[src/rtl/multi_bit_fifo_rd.sv]
// Synchronous circular-buffer FIFO with a registered read port,
// occupancy reporting and sticky overflow/underflow flags.
module multi_bit_fifo_rd #(
  parameter int DATA_WIDTH = 8,
  parameter int DEPTH      = 4
) (
  input  logic                  clk,
  input  logic                  reset,
  input  logic [DATA_WIDTH-1:0] din,
  input  logic                  wr,
  input  logic                  rd,
  output logic [DATA_WIDTH-1:0] dout,
  output logic                  valid,
  output logic                  full,
  output logic                  empty,
  output logic [$clog2(DEPTH):0] count,
  output logic                  overflow,
  output logic                  underflow
);

  localparam int AW = $clog2(DEPTH);
  localparam int PW = AW + 1;

  logic [PW-1:0]         wr_ptr_q, wr_ptr_d;
  logic [PW-1:0]         rd_ptr_q, rd_ptr_d;
  logic [DATA_WIDTH-1:0] dout_q, dout_d;
  logic                  valid_q, valid_d;
  logic                  ovf_q, ovf_d;
  logic                  unf_q, unf_d;
  logic [DATA_WIDTH-1:0] mem_q [DEPTH];

  logic [PW-1:0] cnt;
  logic          full_w, empty_w;
  logic          rd_ok, wr_ok;

  // Occupancy comes from the registered pointers only.
  assign cnt     = wr_ptr_q - rd_ptr_q;
  assign full_w  = (cnt == PW'(DEPTH));
  assign empty_w = (cnt == '0);

  always_comb begin
    rd_ok    = rd & ~empty_w;
    wr_ok    = wr & (~full_w | rd_ok);
    wr_ptr_d = wr_ptr_q;
    rd_ptr_d = rd_ptr_q;
    dout_d   = dout_q;
    valid_d  = 1'b0;
    ovf_d    = ovf_q;
    unf_d    = unf_q;
    if (rd_ok) begin
      dout_d   = mem_q[rd_ptr_q[AW-1:0]];
      rd_ptr_d = rd_ptr_q + 1'b1;
      valid_d  = 1'b1;
    end else if (rd) begin
      unf_d = 1'b1;
    end
    if (wr_ok) begin
      wr_ptr_d = wr_ptr_q + 1'b1;
    end else if (wr) begin
      ovf_d = 1'b1;
    end
  end

  always_ff @(posedge clk or posedge reset) begin
    if (reset) begin
      wr_ptr_q <= '0;
      rd_ptr_q <= '0;
      dout_q   <= '0;
      valid_q  <= 1'b0;
      ovf_q    <= 1'b0;
      unf_q    <= 1'b0;
    end else begin
      wr_ptr_q <= wr_ptr_d;
      rd_ptr_q <= rd_ptr_d;
      dout_q   <= dout_d;
      valid_q  <= valid_d;
      ovf_q    <= ovf_d;
      unf_q    <= unf_d;
    end
  end

  // Storage is deliberately left unreset.
  always_ff @(posedge clk) begin
    if (wr_ok) begin
      mem_q[wr_ptr_q[AW-1:0]] <= din;
    end
  end

  assign dout      = dout_q;
  assign valid     = valid_q;
  assign full      = full_w;
  assign empty     = empty_w;
  assign count     = cnt;
  assign overflow  = ovf_q;
  assign underflow = unf_q;

endmodule

[config.mk]
export PLATFORM = sky130hd
export DESIGN_NAME = multi_bit_fifo_rd
export DESIGN_NICKNAME = d
export VERILOG_FILES = /design/src/rtl/multi_bit_fifo_rd.sv
export SDC_FILE = /design/constraint.sdc
export NUM_CORES = 1
export LEC_CHECK = 0
export BUFFER_PORTS_ARGS = -buffer_cell sky130_fd_sc_hd__buf_2
export CAP_MARGIN = 30
export CORE_UTILIZATION = 30
export CTS_CLUSTER_SIZE = 8
export DETAILED_ROUTE_END_ITERATION = 6
export PLACE_DENSITY = 0.54
export SYNTH_ARGS = -nofsm -noshare
export SYNTH_HDL_FRONTEND = slang
export SYNTH_SLANG_ARGS = --single-unit
[constraint.sdc]
create_clock -name clk -period 3.6 [get_ports clk]
set_clock_uncertainty 0.05 [all_clocks]
set_input_delay 0.72 -clock clk [delete_from_list [all_inputs] [get_ports clk]]
set_output_delay 0.72 -clock clk [all_outputs]
set_load 0.005 [all_outputs]
==> results of run 1 <==
## power by group
part | switching, mW | leakage, nW | internal (mW)
combinational | 0.418 | 0.397 | 0.481
clock | 0.183 | 0.0687 | 0.280
sequential | 0.0959 | 0.489 | 0.791
total | 0.696 | 0.954 | 1.55
## synth_stat cells
cell	number
sky130_fd_sc_hd__inv_1	6
sky130_fd_sc_hd__xnor2_1	3
sky130_fd_sc_hd__dfrtp_1	17
sky130_fd_sc_hd__o21ai_4	1
sky130_fd_sc_hd__nor2b_1	1
sky130_fd_sc_hd__and3b_1	1
sky130_fd_sc_hd__mux4_2	8
sky130_fd_sc_hd__mux2_4	8
sky130_fd_sc_hd__and2_1	3
sky130_fd_sc_hd__xor2_1	1
sky130_fd_sc_hd__mux2_2	2
sky130_fd_sc_hd__a21oi_1	1
sky130_fd_sc_hd__nor2_1	1
sky130_fd_sc_hd__buf_8	1
sky130_fd_sc_hd__a31o_2	1
sky130_fd_sc_hd__a21boi_2	1
sky130_fd_sc_hd__buf_2	1
sky130_fd_sc_hd__nand2_1	2
sky130_fd_sc_hd__o211ai_1	1
sky130_fd_sc_hd__buf_1	1
sky130_fd_sc_hd__xor3_2	1
sky130_fd_sc_hd__fa_1	1
sky130_fd_sc_hd__ha_1	6
sky130_fd_sc_hd__edfxtp_1	32
sky130_fd_sc_hd__a21o_1	1
## sequential cells by signal, summed over array words and instances, names as in the netlist
register	flops
underflow	1
mem_q	32
dout	8
wr_ptr_q	3
overflow	1
valid	1
rd_ptr_q	3
## through the flow
step	power (mW)	cells	setup slack [ns]
after floorplan	1.54	102	1.15
after global placement	1.80	205	0.981
after detailed placement	1.81	205	0.896
after CTS	2.29	213	0.648
after global routing	2.40	213	0.567
final	2.25	213	0.664
## path summary, 6_finish.rpt
kind	to	slack (ns)	depth (start not counted)	from
min in group asynchronous	rd_ptr_q[1]$_DFFE_PP0P_	0.47	2	reset
max in group asynchronous	dout[0]$_DFFE_PP0P_	2.58	2	reset
worst max register to register	mem_q[2][2]$_DFFE_PP_	0.90	6	wr_ptr_q[0]$_DFFE_PP0P_
worst min register to register	overflow$_DFFE_PP0P_	0.42	1	overflow$_DFFE_PP0P_
worst max-delay path	empty	0.66	6	wr_ptr_q[0]$_DFFE_PP0P_
worst min-delay path	overflow$_DFFE_PP0P_	0.42	1	overflow$_DFFE_PP0P_
## per-layer routing
layer | track usage | part of all wire
met4 | 0.0376 | 0.014
met3 | 0.0425 | 0.043
met2 | 0.166 | 0.49
met1 | 0.127 | 0.46
met5 | 0 | 0
## worst register-to-register path, delay by kind of cell (launching register included)
kind                       cells  cell delay [ns]
DFF                            1             0.38
and+or+nand+nor                1             0.45
xor gates and xnor gates       1             0.49
buffers and inverters          1             0.11
adders and majority gates      2             0.58
AOI/OAI and AO/OA              1             0.28
## final cells by class
type                            instances  area, um2
Tap cell                               77       96.3
Sequential cell                        49       1390
Inverter                                6       22.5
Fill cell                             591       4050
Multi-Input combinational cell         44        579
Clock inverter                          3       68.8
Clock buffer                            5       68.8
Timing Repair Buffer                   29        150
## kinds of logic (layout without fill, tap and decap cells)
logic type / count (synthesis) / in the layout / share of synthesized area
XOR/XNOR: 5 / 5 / 0.0299
AND/OR/NAND/NOR: 8 / 8 / 0.0224
buffers and inverters: 9 / 43 / 0.0230
adder cells (fa/ha/maj): 7 / 7 / 0.0473
flip-flops: 49 / 49 / 0.689
multiplexers: 18 / 18 / 0.160
AO/OA/AOI/OAI: 6 / 6 / 0.0280
## cell usage in the layout, fill, tap and decap left out, drive strengths merged
master and n:
xor2 1, bufinv 2, xor3 1, inv 7, and3b 1, dfrtp 17
nor2 1, nor2b 1, nand2 2, clkbuf 5, fa 1, a21boi 1
a21oi 1, a31o 1, mux2 10, ha 6, buf 29, edfxtp 32
mux4 8, o21ai 1, o211ai 1, and2 3, xnor2 3, a21o 1
==> out/metrics.yaml, run 1 <==
finish.instance_area_um2: 2370
cts.htree.levels: 2
cts_tree: "built"
syn-mean-instance-area_um2: 19.7
grt_setup_unrepaired: "no"
clkSlewWorstSetupHoldPaths_ns: 0.09
global_route.overflow_total: 0
cts.root.buffer_cell: "sky130_fd_sc_hd__clkbuf_8"
clock-sinks: 49
min_period_over_period: 0.815
worstSkewPairLatency_ns: 0.30
hpwlAfterDp_um: 2310
globalRouteTotalUtil: 0.104
relSlewSlack: 0.523
worst_path_largest_cell_delay_ns: 0.49
die_width_um: 83.9
drt-pass1-iter-count: 6
design.die.area_um2: 7040
post_cts_repair_setup_buffers: 0
antenna_violating_nets_post_route: 0
drtIter0Drc: 32
max-clock-path-buffers: 2
violations_in_the_final_reports: "design-rule violations"
port_buffers: 27
critPathMaxFanout: 8
place_area_um2: 2230
cts_stage_hold_buffer_count: 0
final-max-slew-violation-count: 0
drt-wirelength-per-cell_um: 15.8
finalHoldViolations: 0
timing.setup.critical_path_class: "register to output pin"
antenna_found_initial: 0
post-synth-top-area-cell: "sky130_fd_sc_hd__edfxtp_1"
clock.fmax_mhz: 341
crit_required_ns: 2.83
cpMaxStageDelayCell: "sky130_fd_sc_hd__xor3_2"
die-height_um: 83.9
finalCoreUtilization: 0.369
synth_cells: 102
drive_above_1_share: 0.434
yosysSeqAreaShare: 0.689
fin_setup_tns_ns: 0
synthesis.area_um2: 2010
cellLeakagePower_nw: 0.954
worstPathCellList: "inv_1 > ha_1 > fa_1 > xor3_2 > nor2_1 > buf_2"
outcome: "complete, but fails checks"
critical_path.endpoint_type: "output pin"
setup_viol_count_final: 0
route.detailed.vias_per_inst: 4.49
cts_repair_resize_count: 0
synth_top_cell_area_share: 0.478
area_delta_synth_final_pct: 17.9
synth.distinct_cells: 25
fin_nets: 154
startpoint_type: "register"
crit_family: "adder cells"
grt_max_degree: 18
finalWeightedCongestion: 0.676
grt_pass1_vias: 1019
maxCapViolCount: 0
numCtsBuffers: 5
worst_vdd_drop_uv: 277
ys_seq_elements: 49
ys_top_cells_by_area: "sky130_fd_sc_hd__edfxtp_1 (48%), sky130_fd_sc_hd__dfrtp_1 (21%), sky130_fd_sc_hd__mux4_2 (9.0%)"
synth.yosys.warnings: 0
syn_nets: 121
core_um2: 6420
powerDensity_nw_per_um2: 948
postRouteWirelength_um: 3360
timing.hold.ws_ns: 0.425
row_count: 29
route.detailed.drc: 4
antenna-diode-count: 0
global_route_wire_length_before_repair_um: 5310
worst-path-buf-inv: 2
post-route-min-period_ns: 2.94
initial_utilization: 0.313
hold_path_class: "register to register"
worst-endpoint-arrival_ns: 2.17
worst_slew_pin_slew_ns: 0.715
vias: 957
num_io_pins: 28
(Power assumes the default switching activity.)
==> inputs of run 2 (changes only) <==
clock period = 2.75 ns   (was 3.6 ns; I/O delays follow)
==> run 2 against run 1 <==
The flow still finishes with violations (design-rule violations). Sequential power rose by 29%. Total power rose by 31%. Via count rose by 1.7%. Flip-flop and latch count did not move. Setup slack got worse by 0.52 ns. Global-route usage rose by 0.23 points. Die area did not move. Critical endpoint unchanged. Largest power group unchanged.
==> out/metrics.yaml, run 2 (synthesized netlist as in run 1, its figures left out) <==
globalRouteTotalUtil: 0.106  # was 0.104
clock.fmax_mhz: 383
cpMaxStageDelayCell: "sky130_fd_sc_hd__fa_1"  # was sky130_fd_sc_hd__xor3_2
max-clock-path-buffers: 2  # unchanged
startpoint_type: "register"  # unchanged
worst_slew_pin_slew_ns: 0.711  # was 0.715 ns
vias: 973  # was 957
finalHoldViolations: 0  # unchanged
fin_nets: 160  # was 154
finalWeightedCongestion: 0.776  # was 0.676
crit_required_ns: 2.15  # was 2.83 ns
worst_vdd_drop_uv: 344  # was 277 uV
powerDensity_nw_per_um2: 1220  # was 948 nW/um2
die_width_um: 83.9  # unchanged
cts.htree.levels: 2  # unchanged
drtIter0Drc: 29  # was 32
fin_setup_tns_ns: 0  # unchanged
antenna_found_initial: 0  # unchanged
cts_stage_hold_buffer_count: 0  # unchanged
violations_in_the_final_reports: "design-rule violations"  # unchanged
critical_path.endpoint_type: "output pin"  # unchanged
route.detailed.vias_per_inst: 4.44  # was 4.49
setup_viol_count_final: 0  # unchanged
drt-wirelength-per-cell_um: 15.6  # was 15.8 um
grt_max_degree: 18  # unchanged
cellLeakagePower_nw: 0.975  # was 0.954 nW
final.fill_count: 583  # was 591
timing.setup.critical_path_class: "register to output pin"  # unchanged
global_route.overflow_total: 0  # unchanged
drive_above_1_share: 0.451  # was 0.434
area_delta_synth_final_pct: 19.5  # was 17.9%
num_io_pins: 28  # unchanged
layout.cells.most_common: "sky130_fd_sc_hd__edfxtp_1"  # unchanged
cts.root.buffer_cell: "sky130_fd_sc_hd__clkbuf_8"  # unchanged
antenna-diode-count: 0  # unchanged
core_um2: 6420  # unchanged
route.detailed.drc: 4  # unchanged
row_count: 29  # unchanged
timing.final.ws_setup_ns: 0.140  # was 0.664 ns
drt-pass1-iter-count: 6  # unchanged
cp-startpoint: "wr_ptr_q[0]$_DFFE_PP0P_"  # unchanged
r2r-end: "mem_q[1][6]$_DFFE_PP_"  # was mem_q[2][2]$_DFFE_PP_
worstSkewPairLatency_ns: 0.29  # was 0.30 ns
crit_family: "adder cells"  # unchanged
rrSetupSlack_ns: 0.21  # was 0.90 ns
clkSlewWorstSetupHoldPaths_ns: 0.09  # about the same
post-route-min-period_ns: 2.61
final-max-slew-violation-count: 0  # unchanged
grt_pass1_vias: 996  # was 1,019
worst_path_largest_cell_delay_ns: 0.53  # was 0.49 ns
worst-path-buf-inv: 2  # unchanged
outcome: "complete, but fails checks"  # unchanged
antenna_violating_nets_post_route: 0  # unchanged
design.die.area_um2: 7040  # unchanged
min_period_over_period: 0.949
postRouteWirelength_um: 3410  # was 3360 um
final_cell_mix: "sky130_fd_sc_hd__edfxtp_1 (32), sky130_fd_sc_hd__buf_2 (27), sky130_fd_sc_hd__dfrtp_1 (17)"  # unchanged
numCtsBuffers: 5  # unchanged
port_buffers: 27  # unchanged
critPathMaxFanout: 4  # was 8
rr_startpoint: "wr_ptr_q[0]$_DFFE_PP0P_"  # unchanged
global_route_wire_length_before_repair_um: 5470  # was 5310 um
detailedPlace.worstSlack_ns: 0.140  # was 0.896 ns
hold_path_class: "input port to async pin"  # was register to register
die-height_um: 83.9  # unchanged
worstPathCellList: "inv_1 > ha_1 > fa_1 > nand2_1 > nor2_1 > buf_2"  # was inv_1 > ha_1 > fa_1 > xor3_2 > nor2_1 > buf_2
worst-r2r-cell-count: 9  # was 6
worst-endpoint-arrival_ns: 2.01  # was 2.17 ns
largest_register_ff_count: 32  # unchanged
maxCapViolCount: 0  # unchanged
finalCoreUtilization: 0.374  # was 0.369
timing.hold.ws_ns: 0.307  # was 0.425 ns
cts_tree: "built"  # unchanged
clock-sinks: 49  # unchanged
initial_utilization: 0.313  # unchanged
relSlewSlack: 0.525  # was 0.523
grt_setup_unrepaired: "no"  # unchanged
[run 2: worst max-delay path by stage]
stage / to / slack (ns) / cells after the start
finish: empty / 0.14 / 6
global route: empty / 0.01 / 6
CTS: empty / 0.08 / 6
detailed placement: mem_q[2][3]$_DFFE_PP_ / 0.14 / 6
global placement: mem_q[2][3]$_DFFE_PP_ / 0.27 / 6
floorplan: mem_q[3][0]$_DFFE_PP_ / 0.30 / 5
[run 2: per-layer routing]
layer  track usage  routed length, um  vias to the layer above  share of wire
met3        0.0346                124                        2          0.036
met2         0.185               1770                       19           0.52
met1         0.125               1500                      494           0.44
met5             0                  0                        -              0
li1              -                  -                      458              -
met4        0.0329                 15                        0         0.0044
[run 2: layout make-up]
class                           instances  area (um2)  area share
Tap cell                               77        96.3      0.0401
Clock inverter                          2        38.8      0.0161
Sequential cell                        49        1390       0.577
Inverter                                6        22.5     0.00937
Timing Repair Buffer                   35         208      0.0864
Multi-Input combinational cell         44         579       0.241
Clock buffer                            6        72.6      0.0302
[run 2: repair_timing]
item                                    4_1_cts  5_1_grt
setup buffers                                 0        1
pin swaps                                     1        0
endpoints found under the setup margin        2        2
cloned                                        0        0
hold endpoints to repair                      0        0
gates resized for setup                       0        0
[run 2: power by group]
group / switching (mW) / total, mW / leakage, nW / internal [mW]
sequential: 0.106 / 1.14 / 0.489 / 1.04
combinational: 0.582 / 1.29 / 0.431 / 0.711
clock: 0.229 / 0.502 / 0.0554 / 0.273
[run 2: through the flow]
stage                     total power, mW  cell area [um2]  std cells
after floorplan                      2.01             2010        102
after global placement               2.42             2280        210
after detailed placement             2.45             2280        210
after CTS                            2.95             2400        218
after global routing                 3.12             2400        219
final                                2.94             2400        219
==> inputs of run 3 (changes only) <==
CORE_UTILIZATION = 56   (was 30)
PLACE_DENSITY = 0.85   (was 0.54)
==> run 3 against run 2 <==
The flow now finishes without violations. Utilization up 31 points. Final area shrank 3.2%. Clock power fell by 19%. Setup slack lost 0.061 ns. Final cell count shrank 15%. Sequential power barely moved. Largest power group unchanged. Highest routed layer unchanged.
==> out/metrics.yaml, run 3 (synthesized netlist as in run 1, its figures left out) <==
antenna_found_initial: 0  # unchanged
fin_nets: 159  # was 160
sw_frac_of_total: 0.319  # was 0.312
max-clock-path-buffers: 2  # unchanged
clkSlewWorstSetupHoldPaths_ns: 0.14  # was 0.09 ns
final-max-slew-violation-count: 0  # unchanged
critical_path.endpoint_type: "output pin"  # unchanged
powerDensity_nw_per_um2: 1260  # was 1220 nW/um2
worstPathCellList: "inv_1 > ha_1 > fa_1 > xor3_2 > buf_4 > buf_2"  # was inv_1 > ha_1 > fa_1 > nand2_1 > nor2_1 > buf_2
worst_path_largest_cell_delay_ns: 0.40  # was 0.53 ns
global_route_wire_length_before_repair_um: 4610  # was 5470 um
clock.fmax_mhz: 374  # was 383 MHz
vias: 985  # was 973
min_period_over_period: 0.971  # was 0.949
core_um2: 3390  # was 6420 um2
final_cell_count_no_fill: 187  # was 219
power_switching_uw: 933  # was 917 uW
antenna-diode-count: 0  # unchanged
largest_register_ff_count: 32  # unchanged
worst_slew_pin_slew_ns: 0.695  # was 0.711 ns
fin_setup_tns_ns: 0  # unchanged
p_comb_frac: 0.474  # was 0.440
drtIter0Drc: 39  # was 29
finalCoreUtilization: 0.687  # was 0.374
globalRouteTotalUtil: 0.189  # was 0.106
finalWeightedCongestion: 0.802  # was 0.776
final_cell_mix: "sky130_fd_sc_hd__edfxtp_1 (32), sky130_fd_sc_hd__buf_2 (27), sky130_fd_sc_hd__dfrtp_1 (17)"  # unchanged
startpoint_type: "register"  # unchanged
worst-r2r-cell-count: 7  # was 9
area_delta_synth_final_pct: 15.7  # was 19.5%
grt_max_degree: 18  # unchanged
clock-sinks: 49  # unchanged
hpwlAfterDp_um: 2150
drt-pass1-iter-count: 4  # was 6
die-height_um: 61.9  # was 83.9 um
antenna_violating_nets_post_route: 0  # unchanged
crit_path_to: "count[2]"  # was empty
route.detailed.vias_per_inst: 5.27  # was 4.44
setup_viol_count_final: 0  # unchanged
final.fill_count: 237  # was 583
timing.final.ws_setup_ns: 0.0790  # was 0.140 ns
outcome: "finished, final reports clean"  # was complete, but fails checks
crit_required_ns: 2.15  # about the same
row_count: 21  # was 29
route.detailed.drc: 0  # was 4
rr_startpoint: "wr_ptr_q[0]$_DFFE_PP0P_"  # unchanged
hold_path_class: "input port to async pin"  # unchanged
grt_pass1_vias: 910  # was 996
cpMaxStageDelayCell: "sky130_fd_sc_hd__dfrtp_1"  # was sky130_fd_sc_hd__fa_1
rrSetupSlack_ns: 0.14  # was 0.21 ns
die_width_um: 61.9  # was 83.9 um
place_inst: 176  # was 210
finalHoldViolations: 0  # unchanged
post-route-min-period_ns: 2.67  # was 2.61 ns
cts.root.buffer_cell: "sky130_fd_sc_hd__clkbuf_4"  # was sky130_fd_sc_hd__clkbuf_8
drive_above_1_share: 0.461  # was 0.451
internal_power_mw: 1.99  # was 2.02 mW
worst-endpoint-arrival_ns: 2.07  # was 2.01 ns
worstSkewPairLatency_ns: 0.37  # was 0.29 ns
cellLeakagePower_nw: 0.957  # was 0.975 nW
global_route.overflow_total: 0  # unchanged
critPathMaxFanout: 5  # was 4
relSlewSlack: 0.536  # was 0.525
seq_power_share: 0.387  # was 0.389
timing.hold.ws_ns: 0.212  # was 0.307 ns
worst_vdd_drop_uv: 630  # was 344 uV
num_io_pins: 28  # unchanged
timing.setup.critical_path_class: "register to output pin"  # unchanged
r2r-end: "mem_q[2][7]$_DFFE_PP_"  # was mem_q[1][6]$_DFFE_PP_
initial_utilization: 0.594  # was 0.313
pwr-share-clk: 0.139  # was 0.171
drt-wirelength-per-cell_um: 17.2  # was 15.6 um
cp-startpoint: "wr_ptr_q[0]$_DFFE_PP0P_"  # unchanged
layout.cells.most_common: "sky130_fd_sc_hd__edfxtp_1"  # unchanged
port_buffers: 27  # unchanged
postRouteWirelength_um: 3220  # was 3410 um
cts.htree.levels: 2  # unchanged
numCtsBuffers: 5  # unchanged
cts_tree: "built"  # unchanged
design.die.area_um2: 3840  # was 7040 um2
maxCapViolCount: 0  # unchanged
detailedPlace.worstSlack_ns: 0.0716  # was 0.140 ns
## run 3: cell types whose count changed in the layout (fill, tap and decap cells not counted), sizes merged
| cell | change |
|---|---|
| buf | -1 |
## run 3: what timing repair did
item | CTS | global route
hold buffers | 0 | 0
pin swaps | 1 | 0
resized for setup | 0 | 2
setup endpoints to repair | 3 | 2
setup buffers | 0 | 3
## run 3: worst min path at each step
stage,to,slack [ns],cells past startpoint
5_1_grt,dout[2]$_DFFE_PP0P_,0.26,2
3_3_place_gp,underflow$_DFFE_PP0P_,0.39,1
2_1_floorplan,underflow$_DFFE_PP0P_,0.40,1
4_1_cts,dout[2]$_DFFE_PP0P_,0.24,2
3_5_place_dp,underflow$_DFFE_PP0P_,0.39,1
6_report,dout[2]$_DFFE_PP0P_,0.21,2
## run 3: layout make-up
type,instances,area (um2),area share
flip-flops and latches,49,1390,0.596
well taps,46,57.6,0.0247
clock buffers,6,41.3,0.0177
clock inverters,2,35.0,0.0151
multi-input cells,44,584,0.251
repair buffers,34,200,0.0860
inverters,6,22.5,0.00968
## run 3: worst max-delay path, delay by kind of cell, from the launching register on
family | cells | cell delay [ns]
adder cells (fa/ha/maj) | 2 | 0.60
buffers and inverters | 3 | 0.41
flip-flops | 1 | 0.40
XOR/XNOR | 1 | 0.29
## run 3: power by group through the flow
stage,Combinational [mW],Clock [mW],Sequential [mW]
after floorplan,0.873,0,1.14
after global placement,1.21,0,1.14
after detailed placement,1.25,0,1.15
after CTS,1.26,0.410,1.13
after global routing,1.51,0.443,1.16
final,1.38,0.406,1.13
## run 3: per-stage QoR
stage | instance area (um2) | power [mW]
2_1_floorplan | 2010 | 2.01
3_3_place_gp | 2220 | 2.35
3_5_place_dp | 2220 | 2.41
4_1_cts | 2300 | 2.80
5_1_grt | 2330 | 3.11
6_report | 2330 | 2.92
## run 3: metal layers
| layer | global-route usage | part of all wire | up-vias |
|---|---|---|---|
| met2 | 0.281 | 0.50 | 32 |
| met4 | 0.0698 | 0.013 | 0 |
| met5 | 0 | 0 | - |
| met3 | 0.0787 | 0.045 | 5 |
| met1 | 0.251 | 0.44 | 491 |
| li1 | - | - | 457 |
